`src/rtl/button_event_queue.sv`:
```
// Turns per-button press/release pulses plus typematic auto-repeat into a
// serialized event stream: per-button pending bits, round-robin arbiter, small FIFO.
module button_event_queue #(
    parameter  int BTN_COUNT    = 8,
    parameter  int FIFO_DEPTH   = 4,
    parameter  int TICK_WIDTH   = 16,
    parameter  int REPEAT_DELAY = 24,
    parameter  int REPEAT_RATE  = 6,
    localparam int IDX_W        = $clog2(BTN_COUNT)
) (
    input  logic                 clk,
    input  logic                 reset_n,
    input  logic [BTN_COUNT-1:0] level,
    input  logic [BTN_COUNT-1:0] trigger,
    input  logic [BTN_COUNT-1:0] released,
    output logic                 evt_valid,
    input  logic                 evt_ready,
    output logic [IDX_W-1:0]     evt_code,
    output logic [1:0]           evt_kind,
    output logic                 overflow,
    input  logic                 clear_overflow
);

    localparam int               PTR_W        = $clog2(FIFO_DEPTH);
    localparam logic [PTR_W:0]   FULL_COUNT   = (PTR_W+1)'(FIFO_DEPTH);
    localparam logic [1:0]       KIND_PRESS   = 2'b00;
    localparam logic [1:0]       KIND_RELEASE = 2'b01;
    localparam logic [1:0]       KIND_REPEAT  = 2'b10;
    localparam logic             REPEAT_ON    = (REPEAT_DELAY != 0);

    logic [TICK_WIDTH-1:0] tick_cnt;
    logic                  tick;

    logic [BTN_COUNT-1:0]  pend_press, pend_release, pend_repeat, pend_any;
    logic [BTN_COUNT-1:0]  armed, load, rep_fire;
    logic [7:0]            rc [BTN_COUNT];
    logic [IDX_W-1:0]      rr_ptr;

    logic                  grant_valid;
    logic [IDX_W-1:0]      grant_idx;
    logic [1:0]            grant_kind;
    logic [BTN_COUNT-1:0]  grant_press, grant_release, grant_repeat;
    logic [BTN_COUNT-1:0]  drop_press, drop_release;

    logic [IDX_W-1:0]      fifo_code [FIFO_DEPTH];
    logic [1:0]            fifo_kind [FIFO_DEPTH];
    logic [PTR_W-1:0]      wr_ptr, rd_ptr;
    logic [PTR_W:0]        count;
    logic                  fifo_full, push, pop;

    assign tick      = &tick_cnt;
    assign pend_any  = pend_press | pend_release | pend_repeat;
    assign load      = trigger & {BTN_COUNT{REPEAT_ON}};
    assign fifo_full = (count == FULL_COUNT);

    always_comb begin
        for (int i = 0; i < BTN_COUNT; i++) begin
            rep_fire[i] = armed[i] & level[i] & tick & ~load[i] & (rc[i] == 8'd1);
        end
    end

    // Walk from the far end back toward rr_ptr so the nearest pending button wins.
    always_comb begin
        int j;
        j             = 0;
        grant_valid   = 1'b0;
        grant_idx     = '0;
        grant_kind    = KIND_PRESS;
        grant_press   = '0;
        grant_release = '0;
        grant_repeat  = '0;
        if (!fifo_full) begin
            for (int k = BTN_COUNT - 1; k >= 0; k--) begin
                j = int'(rr_ptr) + k;
                if (j >= BTN_COUNT) j = j - BTN_COUNT;
                if (pend_any[j]) begin
                    grant_valid = 1'b1;
                    grant_idx   = IDX_W'(j);
                end
            end
        end
        if (grant_valid) begin
            if (pend_press[grant_idx]) begin
                grant_kind             = KIND_PRESS;
                grant_press[grant_idx] = 1'b1;
            end else if (pend_release[grant_idx]) begin
                grant_kind               = KIND_RELEASE;
                grant_release[grant_idx] = 1'b1;
            end else begin
                grant_kind              = KIND_REPEAT;
                grant_repeat[grant_idx] = 1'b1;
            end
        end
    end

    // A set into a bit that is not being granted this cycle loses the event.
    assign drop_press   = trigger  & pend_press   & ~grant_press;
    assign drop_release = released & pend_release & ~grant_release;

    assign push = grant_valid;
    assign pop  = evt_valid & evt_ready;

    always_ff @(posedge clk) begin
        if (!reset_n) begin
            tick_cnt     <= '0;
            pend_press   <= '0;
            pend_release <= '0;
            pend_repeat  <= '0;
            armed        <= '0;
            rr_ptr       <= '0;
            overflow     <= 1'b0;
            wr_ptr       <= '0;
            rd_ptr       <= '0;
            count        <= '0;
            for (int i = 0; i < BTN_COUNT; i++) rc[i] <= 8'd0;
        end else begin
            tick_cnt     <= tick_cnt + TICK_WIDTH'(1);
            pend_press   <= (pend_press & ~grant_press) | trigger;
            pend_release <= (pend_release & ~grant_release) | released;
            pend_repeat  <= ((pend_repeat & ~grant_repeat) | rep_fire) & level;

            for (int i = 0; i < BTN_COUNT; i++) begin
                if (load[i]) begin
                    rc[i]    <= 8'(REPEAT_DELAY);
                    armed[i] <= 1'b1;
                end else if (!level[i]) begin
                    armed[i] <= 1'b0;
                end else if (armed[i] && tick) begin
                    rc[i] <= (rc[i] == 8'd1) ? 8'(REPEAT_RATE) : rc[i] - 8'd1;
                end
            end

            if (|(drop_press | drop_release)) overflow <= 1'b1;
            else if (clear_overflow)          overflow <= 1'b0;

            if (grant_valid) begin
                rr_ptr <= (grant_idx == IDX_W'(BTN_COUNT - 1)) ? '0 : grant_idx + IDX_W'(1);
            end

            if (push) wr_ptr <= wr_ptr + PTR_W'(1);
            if (pop)  rd_ptr <= rd_ptr + PTR_W'(1);
            case ({push, pop})
                2'b10:   count <= count + (PTR_W+1)'(1);
                2'b01:   count <= count - (PTR_W+1)'(1);
                default: count <= count;
            endcase
        end
    end

    // Storage needs no reset: nothing is visible until count says so.
    always_ff @(posedge clk) begin
        if (push) begin
            fifo_code[wr_ptr] <= grant_idx;
            fifo_kind[wr_ptr] <= grant_kind;
        end
    end

    assign evt_valid = (count != '0);
    assign evt_code  = evt_valid ? fifo_code[rd_ptr] : '0;
    assign evt_kind  = evt_valid ? fifo_kind[rd_ptr] : 2'b00;

endmodule

```
`config.mk`:
```
export PLATFORM = sky130hd
export DESIGN_NAME = button_event_queue
export DESIGN_NICKNAME = d
export VERILOG_FILES = /design/src/rtl/button_event_queue.sv
export SDC_FILE = /design/constraint.sdc
export NUM_CORES = 1
export LEC_CHECK = 0
export ABC_CLOCK_PERIOD_IN_PS = 6000
export CORE_ASPECT_RATIO = 1.75
export CORE_MARGIN = 3
export CORE_UTILIZATION = 50
export CTS_CLUSTER_SIZE = 10
export DETAILED_ROUTE_END_ITERATION = 8
export GPL_ROUTABILITY_DRIVEN = 0
export PLACE_DENSITY = 0.67
export REMOVE_ABC_BUFFERS = 1
export SLEW_MARGIN = 20
export SYNTH_ARGS = -nofsm -noshare
export SYNTH_HDL_FRONTEND = slang
export SYNTH_SLANG_ARGS = --single-unit
```
`constraint.sdc`:
```
create_clock -name clk -period 6 [get_ports clk]
set_input_delay 1.2 -clock clk [delete_from_list [all_inputs] [get_ports clk]]
set_output_delay 1.2 -clock clk [all_outputs]
set_load 0.005 [all_outputs]
```
## After elaboration in Yosys (flattened, before gate mapping)

Memories as Yosys holds them, arrays and structs flattened. A register that Yosys moved wholly into a read port is not among the register bits.
Cells that the tools add are included.

- Magnitude comparators: 18
- Equal/unequal tests: 20
- Reduce and logical (&&, ||, !) cells: 14
- Bitwise gates (word level): 74
- Mux-type cells: 192
- $add $sub $neg: 29

Operator list:

| cell | count |
|---|---|
| 32-bit two-way mux | 16 |
| 32-bit by 5-bit < comparator with 1-bit output, second input constant | 8 |
| 8-bit two-way mux | 32 |
| 1-bit two-way mux | 113 |
| 8-bit AND | 8 |
| 8-bit by 1-bit equality test with 1-bit output, second input constant | 8 |
| 8-bit by 1-bit subtractor with 8-bit output, second input constant | 8 |
| 8-bit OR | 6 |
| 4-bit by 4-bit subtractor with 5-bit output, second input constant | 7 |
| 1-bit AND | 33 |
| 3-bit two-way mux | 11 |
| 1-bit binary-select mux with 3-bit select | 10 |
| 4-bit greater-or-equal comparator, second input constant | 7 |
| 8-bit inverter | 3 |
| 16-bit by 1-bit adder with 16-bit output, second input constant | 1 |
| 3-bit by 3-bit adder with 4-bit output, second input constant | 4 |
| 2-bit two-way mux | 8 |
| 2-bit != test, second input constant | 8 |
| 1-bit OR | 16 |
| 16-bit AND reduction | 1 |
| 1-bit logical AND | 9 |
| 3-bit by 2-bit adder with 4-bit output, second input constant | 2 |
| 1-bit inverter | 8 |
| 8-bit OR reduction | 1 |
| other kinds (15) | 19 |

- Bits in registers: 59
- Memories: 3
- Bits in writable memories: 84

Memories:

| name | words | width | rd ports | clocked after memory_dff | wr ports | RTL line | source |
|---|---|---|---|---|---|---|---|
| rc | 8 | 8 | 8 | 0 | 8 | 36 | `logic [7:0] rc [BTN_COUNT];` |
| fifo_code | 4 | 3 | 1 | 1 | 1 | 45 | `logic [IDX_W-1:0] fifo_code [FIFO_DEPTH];` |
| fifo_kind | 4 | 2 | 1 | 1 | 1 | 46 | `logic [1:0] fifo_kind [FIFO_DEPTH];` |

## Depth between registers and ports, before layout

Gate-level depths: netlist of run 1.

- Depth after elaboration: 28
- Gate-level depth with buffers: 19

## Least setup slack after synthesis of run 1

Ideal clock, no wire load.

- Path kind: reg2reg
- From: reg rr_ptr[1]
- To: reg overflow
- Setup time: 0.138 ns
- Clock period less this slack: 4.268 ns
- Cell stages (with the launch flop): 20
- Arrival: 4.131 ns
- Buffers on the path: 6
- Path slack: 1.732 ns
- Cells stage by stage: dfxtp_1 buf_2 buf_2 inv_2 ha_1 buf_2 clkbuf_1 mux4_2 mux2_2 nor3_1 o211ai_1 a211o_1 buf_6 clkinv_4 buf_8 nand3_4 o21a_1 a2111o_1 o41ai_2 o311ai_1

- Longest elaborated chain between the ends: 28
- Elaborated cells between the ends (all ways): 103
- Classes of those cells: add/sub (15); order compare (10); mux (70); bitwise (5); reduce/logical (3)

RTL lines:

| what | RTL line | source |
|---|---|---|
| start: declaration | 37 | `logic [IDX_W-1:0] rr_ptr;` |
| start signal: assignment | 137 | `rr_ptr <= (grant_idx == IDX_W'(BTN_COUNT - 1)) ? '0 : grant_idx + IDX_W'(1);` |
| 3-bit by 3-bit adder with 4-bit output | 74 | `j = int'(rr_ptr) + k;` |
| 4-bit by 4-bit subtractor with 5-bit output / 4-bit greater-or-equal comparator (equally long branches) | 75 | `if (j >= BTN_COUNT) j = j - BTN_COUNT;` |
| 32-bit two-way mux | 75 |  |
| 32-bit two-way mux | 72 | `if (!fifo_full) begin` |
| 1-bit binary-select mux with 3-bit select | 76 | `if (pend_any[j]) begin` |
| 1-bit two-way mux (implied by the code) (2 in a row) | 76 |  |
| 3-bit two-way mux (7 in a row) | 76 |  |
| 3-bit two-way mux (*) | 76 |  |
| [1 not listed] | - |  |
| via grant_idx[1] | 40 | `logic [IDX_W-1:0] grant_idx;` |
| [4 not listed] | - |  |
| 8-bit two-way mux | 86 | `end else if (pend_release[grant_idx]) begin` |
| 8-bit two-way mux | 83 | `if (pend_press[grant_idx]) begin` |
| 8-bit two-way mux | 82 | `if (grant_valid) begin` |
| 8-bit inverter | 98 | `assign drop_release = released & pend_release & ~grant_release;` |
| 8-bit AND | 98 |  |
| 8-bit OR (*) | 133 | `if (\|(drop_press \| drop_release)) overflow <= 1'b1;` |
| 8-bit OR reduction (*) | 133 |  |
| 1-bit two-way mux / 2-bit nonzero test (equally long branches) | - |  |
| end signal: assignment | 111 | `overflow <= 1'b0;` |
| end signal: assignment | 133 |  |
| end signal: assignment | 134 | `else if (clear_overflow) overflow <= 1'b0;` |
| end: declaration | 20 | `output logic overflow,` |

The timed path passes the listed nets; every way through them passes the cells marked *. The select of a mux whose other input is x is not followed.
A chain may end at the register's enable or synchronous reset.

## Worst setup path after layout of run 1

- From: reg rr_ptr[1]
- To: mem fifo_kind[0][1] (data pin)

- Longest elaborated chain between the ends: 21
- Elaborated cells between the ends (all ways): 88
- Classes of those cells: add/sub (15); order compare (8); mux (65)

RTL lines:

| what | RTL line | source |
|---|---|---|
| 3-bit by 3-bit adder with 4-bit output | 74 |  |
| 4-bit by 4-bit subtractor with 5-bit output / 4-bit greater-or-equal comparator (equally long branches) | 75 |  |
| 32-bit two-way mux | 75 |  |
| 32-bit two-way mux | 72 |  |
| 1-bit binary-select mux with 3-bit select | 76 |  |
| 1-bit two-way mux (implied by the code) (2 in a row) | 76 |  |
| 3-bit two-way mux (8 in a row) | 76 |  |
| 3-bit two-way mux | 72 |  |
| 1-bit binary-select mux with 3-bit select | 86 |  |
| 1-bit two-way mux (implied by the code) | 86 |  |
| 2-bit two-way mux | 86 |  |
| 2-bit two-way mux | 83 |  |
| 2-bit two-way mux (*) | 82 |  |
| via grant_kind[1] | 41 | `logic [1:0] grant_kind;` |
| end: declaration | 46 |  |

Marked as above.

==> results of run 1 <==
[area by class of cell]
cell class	instances	share of cell area, %
clock buffers	19	4.64
inverters	36	1.47
repair buffers	45	4.43
clock inverters	13	0.931
multi-input cells	674	46.3
well taps	224	2.94
flip-flops and latches	145	39.2
[cells in the mapped netlist (11+ instances only)]
| library cell | n |
|---|---|
| nor2_1 | 163 |
| edfxtp_1 | 84 |
| nand2_1 | 65 |
| dfxtp_1 | 61 |
| a21oi_1 | 55 |
| xor2_1 | 33 |
| inv_1 | 32 |
| xnor2_1 | 28 |
| nand2b_1 | 27 |
| ha_1 | 26 |
| nor4_1 | 24 |
| nand3_1 | 23 |
| clkbuf_1 | 21 |
| nor3_1 | 20 |
| mux2i_1 | 16 |
| mux4_2 | 16 |
| and2_1 | 15 |
| o21ai_0 | 15 |
| or3_1 | 15 |
| o211ai_1 | 11 |
[power groups by stage]
stage	clock network, W	logic (W)	registers (W)
finish	0.000955	0.00204	0.00139
global route	0.00101	0.00221	0.00141
CTS	0.000975	0.00202	0.00139
detailed placement	0	0.00200	0.00141
global placement	0	0.00198	0.00140
floorplan	0	0.00144	0.00140
[worst max-delay path by stage]
stage | from | to | slack, ns | depth (start not counted)
after global routing | rr_ptr[1] | pend_repeat[4] | 0.49 | 14
after global placement | rr_ptr[1] | overflow | 0.94 | 14
after detailed placement | rr_ptr[1] | overflow | 0.83 | 14
after CTS | rr_ptr[1] | overflow | 0.82 | 14
final | rr_ptr[1] | fifo_kind[0][1] | 0.74 | 13
after floorplan | rr_ptr[0] | overflow | 0.81 | 13
[kinds of logic after synthesis]
family,after synthesis,synth area share (%)
AO/OA/AOI/OAI,151,12.0
XOR/XNOR,61,6.31
adder cells (fa/ha/maj),27,4.08
buffers and inverters,70,3.58
flip-flops,145,44.2
multiplexers,39,7.08
AND/OR/NAND/NOR,396,22.7
[state kept, by name (all words and copies together), names as in the netlist, named ones only]
| name | cells |
|---|---|
| rd_ptr | 2 |
| count | 3 |
| pend_release | 8 |
| tick_cnt | 16 |
| wr_ptr | 2 |
| fifo_kind | 8 |
| rr_ptr | 3 |
| armed | 8 |
| pend_press | 8 |
| overflow | 1 |
| rc | 64 |
| fifo_code | 12 |
| pend_repeat | 8 |
[stage by stage]
step                instance area, um^2  power, W  std cells  hold slack (ns)  util, %
floorplan                          8300   0.00284        855            0.418        -
global placement                   9010   0.00338       1124            0.432     54.5
detailed placement                 9010   0.00341       1124            0.440     54.5
CTS                                9540   0.00438       1156            0.449     57.7
global route                       9540   0.00463       1156            0.478     57.7
finish                             9540   0.00438       1156            0.449     57.7
[routing by layer]
metal | track usage [%] | part of all wire (%) | vias up
met3 | 4.56 | 4.5 | 53
met1 | 25.8 | 41 | 3184
met4 | 10.8 | 4.0 | 0
met5 | 0 | 0 | -
li1 | - | - | 3281
met2 | 38.0 | 51 | 196
==> impl_metrics.py, run 1 <==
metrics = {
    "power_and_ir_drop": {
        "power_frac_seq_pct": 31.7,
        "power_frac_comb_pct": 46.6,
        "max-vdd-ir-drop_uv": 270,
        "power_switching_share_pct": 40.2,
        "power.density_nw_per_um2": 460,
        "p_leak_nw": 3.49,
        "clkPwrFrac_pct": 21.8,
        "p_sw_w": 0.00176,
        "internal_power_w": 0.00262,
    },
    "clocking": {
        "clock_sinks": 145,
        "cts-buffers-inserted": 17,
        "post_cts_resized": 0,
        "cts.hold.buffers_added": 0,
        "worstSkewPairLatency_ns": 0.43,
        "root_buffer": "clkbuf_16",
        "cts_tree": "built",
        "cts_buffer_depth": 2,
        "clk_pin_slew_worst_paths_ns": 0.06,
        "post_cts_buffers": 0,
        "htree_levels": 4,
    },
    "drt": {
        "vias": 6714,
        "remaining_drc_errors": 0,
        "vias_per_cell": 5.81,
        "drt_pass1_iterations": 5,
        "wl_per_cell_um": 17.0,
        "drt_iter0_drc": 476,
        "routed_wl_mm": 19.7,
        "ant_nets": 0,
    },
    "synthesis": {
        "ys.flop_type": "edfxtp_1",
        "yosys-top-cells-area": "edfxtp_1 (30%), dfxtp_1 (14%), nor2_1 (7.2%)",
        "synth_top_cell_by_area": "edfxtp_1",
        "syn-cell-area_um2": 8470,
        "synth_warnings": 0,
        "ys_seq_area_share_pct": 44.2,
        "synth_cell_types": 73,
        "synth-seq-cells": 145,
        "synthCells": 889,
        "synth_edf_count": 84,
        "avgSynthCellArea_um2": 9.52,
        "async_flop_share_pct": 0,
        "yosysTopAreaCellShare_pct": 29.8,
    },
    "timing": {
        "finalSetupViolCount": 0,
        "rsz0062_at_grt": "false",
        "fin_crit_sh_pct": 87.6,
        "max_slew_margin_pct": 38.3,
        "fin_worst_skew_ns": 0.0100,
        "hold_viol": 0,
        "tightest_slew_ns": 0.923,
        "setup_tns_ns": 0,
        "fmax_ghz": 0.190,
        "fin_crit_ns": 5.26,
        "fin_ws_ns": 0.744,
        "drv_slew": 0,
    },
    "die": {
        "die-height_um": 178,
        "start_util_pct": 51.2,
        "fp.dieArea_um2": 18600,
        "coreArea_um2": 16500,
        "io_pins": 35,
        "die-width_um": 104,
        "rows": 62,
    },
    "layout": {
        "regArea_um2": 3740,
        "area_delta_synth_final_pct": 12.7,
        "drive_above_1_share_pct": 8.69,
        "diodes": 0,
        "mostFrequentLayoutCells": "nor2_1 (163), edfxtp_1 (84), nand2_1 (65), dfxtp_1 (61), a21oi_1 (55)",
        "nets": 974,
        "fill_cells": 1488,
        "multi_input_area_um2": 4420,
        "final_common_cell": "nor2_1",
    },
    "hold_path": {
        "hold_depth": 1,
        "hold_path.class": "reg -> reg",
        "hold_end": "tick_cnt[0]",
        "hp-start": "tick_cnt[0]",
    },
    "place": {
        "portBuffers": 34,
        "dp_worst_setup_slack_ns": 0.827,
        "post-dp-hpwl_mm": 14.2,
    },
    "global_route": {
        "grt_pass1_wl_mm": 32.7,
        "grt_max_degree": 31,
        "grt_pass1_vias": 6649,
        "grt_usage_pct": 21.9,
        "antenna_found_initial": 0,
        "overflow": 0,
    },
    "worst_setup_path": {
        "crit_type": "reg -> reg",
        "required_ns": 6.15,
        "cpLargestDelayFamily": "simple AND/OR/NAND/NOR gates",
        "startpoint_type": "register",
        "slowest_delay_ns": 0.73,
        "crit_slowest_cell": "ha_1",
        "rr_endpoint": "fifo_kind[0][1]",
        "arrival_ns": 5.40,
        "cp_max_fo": 24,
        "cp-end-kind": "register",
        "r2r_cells": 13,
        "path_buf_inv": 3,
        "ff2ff_setup_slack_ns": 0.74,
        "regToRegStartpoint": "rr_ptr[1]",
        "worstPathCellList": "buf_4 -> inv_2 -> ha_1 -> mux2_2 -> mux4_2 -> and4_1 -> nor4_2 -> a211o_1 -> clkinv_4 -> or3_1 -> o22ai_1 -> nor2_1 -> nor2_2",
    },
    "flow_run": {
        "maxCapViolCount": 0,
    },
    "outcome": {
        "outcome": "finished clean",
    },
}
No activity file was read; power rests on OpenSTA's default activity.
==> inputs of run 2 (changes only) <==
Settings changed: CELL_PAD_IN_SITES_DETAIL_PLACEMENT set to 1, CELL_PAD_IN_SITES_GLOBAL_PLACEMENT set to 1, CORE_UTILIZATION 50 to 48, PLACE_DENSITY 0.67 to 0.79.
==> run 2 against run 1 <==
Sequential cell count unchanged. Final cell count unchanged. Routed wire length increased by 21%. Register-to-register slack got worse by 0.13 ns. Worst hold slack improved by 0.0020 ns. Non-clock buffer count decreased by 3. Sequential power about the same. Clock skew about the same. Sequential share of layout area decreased by 0.16 points. Combinational power increased by 4%. Largest cell class unchanged.
==> impl_metrics.py, run 2 (synthesis results as in run 1) <==
metrics = {
    "outcome": {
        "outcome": "finished clean",
    },
    "timing": {
        "setup_tns_ns": 0,
        "rsz0062_at_grt": "false",
        "max_slew_margin_pct": 25.2,
        "fin_crit_ns": 5.39,
        "fmax_ghz": 0.186,
        "fin_worst_skew_ns": 0.00980,
        "hold_viol": 0,
        "finalSetupViolCount": 0,
        "drv_slew": 0,
        "hold-worst-slack_ns": 0.451,
        "tightest_slew_ns": 1.12,
        "fin_crit_sh_pct": 89.8,
    },
    "worst_setup_path": {
        "cp_max_fo": 19,
        "crit_type": "reg -> reg",
        "cpLargestDelayFamily": "simple AND/OR/NAND/NOR gates",
        "arrival_ns": 5.67,
        "path_buf_inv": 3,
        "startpoint_type": "register",
        "worstPathCellList": "inv_1 -> buf_4 -> ha_1 -> mux2_2 -> mux4_2 -> and4_1 -> nor4_2 -> a211o_1 -> clkinv_4 -> or3_1 -> o22ai_1 -> nor2_1 -> nor2_2 -> a21oi_1",
        "required_ns": 6.28,
        "crit_slowest_cell": "ha_1",
        "cp-end-kind": "register",
        "crit_cells": 14,
        "r2r_cells": 14,
        "slowest_delay_ns": 0.75,
    },
    "layout": {
        "nets": 971,
        "reg_top3": "rc (64), tick_cnt (16), fifo_code (12)",
        "area_delta_synth_final_pct": 13.1,
        "largest_register": "rc",
        "drive_above_1_share_pct": 8.50,
        "diodes": 0,
        "post-route-util_pct": 56.0,
        "largest_register_ff_count": 64,
        "final_common_cell": "nor2_1",
        "fill_cells": 1945,
        "mostFrequentLayoutCells": "nor2_1 (163), edfxtp_1 (84), nand2_1 (65), dfxtp_1 (61), a21oi_1 (55)",
    },
    "power_and_ir_drop": {
        "p_leak_nw": 3.52,
        "power.density_nw_per_um2": 477,
        "max-vdd-ir-drop_uv": 230,
    },
    "clocking": {
        "post_cts_resized": 0,
        "post_cts_buffers": 0,
        "cts_buffer_depth": 2,
        "htree_levels": 4,
        "cts_tree": "built",
        "cts.hold.buffers_added": 0,
        "root_buffer": "clkbuf_16",
        "cts-buffers-inserted": 17,
        "clock_sinks": 145,
        "clk_pin_slew_worst_paths_ns": 0.06,
        "worstSkewPairLatency_ns": 0.43,
    },
    "hold_path": {
        "hold_path.class": "reg -> reg",
        "hold_depth": 1,
    },
    "drt": {
        "remaining_drc_errors": 0,
        "routed_wl_mm": 23.8,
        "drt_iter0_drc": 367,
        "vias": 6971,
        "ant_nets": 0,
        "vias_per_cell": 6.03,
        "drt_pass1_iterations": 5,
        "wl_per_cell_um": 20.6,
    },
    "die": {
        "rows": 63,
        "io_pins": 35,
        "die-width_um": 106,
        "die-height_um": 182,
        "start_util_pct": 49.5,
        "fp.dieArea_um2": 19300,
        "coreArea_um2": 17100,
    },
    "global_route": {
        "antenna_found_initial": 0,
        "grt_usage_pct": 25.5,
        "grt_pass1_wl_mm": 38.6,
        "overflow": 0,
        "grt_max_degree": 46,
        "grt_pass1_vias": 7631,
    },
    "place": {
        "portBuffers": 34,
        "post-dp-hpwl_mm": 17.3,
    },
    "flow_run": {
        "maxCapViolCount": 0,
    },
}
-- run 2: changes by cell type in the layout (fill, tap and decap cells not counted) --
cell and delta:
clkinvlp_4 -5, buf_4 -3, clkbuf_8 +2, bufinv_16 +1, clkbuf_16 +1, clkinv_1 -1, clkinv_4 +1, inv_6 +1
-- run 2: power by group --
group	leakage (nW)	internal, W	switching (W)
Clock	0.296	0.000631	0.000424
Sequential	1.40	0.00128	0.000122
Combinational	1.83	0.000800	0.00132
Total	3.52	0.00271	0.00186
-- run 2: layer usage --
metal | vias to the layer above | share of wire (%) | GRT usage [%]
met1 | 3486 | 37 | 26.5
met5 | - | 0 | 0
met3 | 55 | 3.0 | 4.30
li1 | 3274 | - | -
met2 | 156 | 56 | 48.8
met4 | 0 | 3.5 | 11.3
-- run 2: final timing paths --
check | slack (ns) | to | start
max | 0.61 | pend_repeat[2] | rr_ptr[0]
min | 0.45 | tick_cnt[0] | tick_cnt[0]
max reg2reg | 0.61 | pend_repeat[2] | rr_ptr[0]
min reg2reg | 0.45 | tick_cnt[0] | tick_cnt[0]
-- run 2: final cells by class --
| cell class | count | area (um^2) | share of cell area, % |
|---|---|---|---|
| multi-input combinational | 674 | 4420 | 46.1 |
| clock inverter | 10 | 95.1 | 0.993 |
| clock buffer | 22 | 495 | 5.17 |
| inverter | 36 | 140 | 1.46 |
| timing repair buffer | 42 | 400 | 4.18 |
| tap | 227 | 284 | 2.96 |
| sequential | 145 | 3740 | 39.1 |
-- run 2: through the flow --
| stage | total power, W | instances | instance area (um^2) | setup slack [ns] |
|---|---|---|---|---|
| global placement | 0.00337 | 1124 | 8990 | 0.915 |
| global route | 0.00482 | 1156 | 9580 | 0.323 |
| finish | 0.00457 | 1156 | 9580 | 0.611 |
| detailed placement | 0.00348 | 1124 | 8990 | 0.722 |
| floorplan | 0.00284 | 855 | 8300 | 0.815 |
| CTS | 0.00456 | 1156 | 9580 | 0.685 |
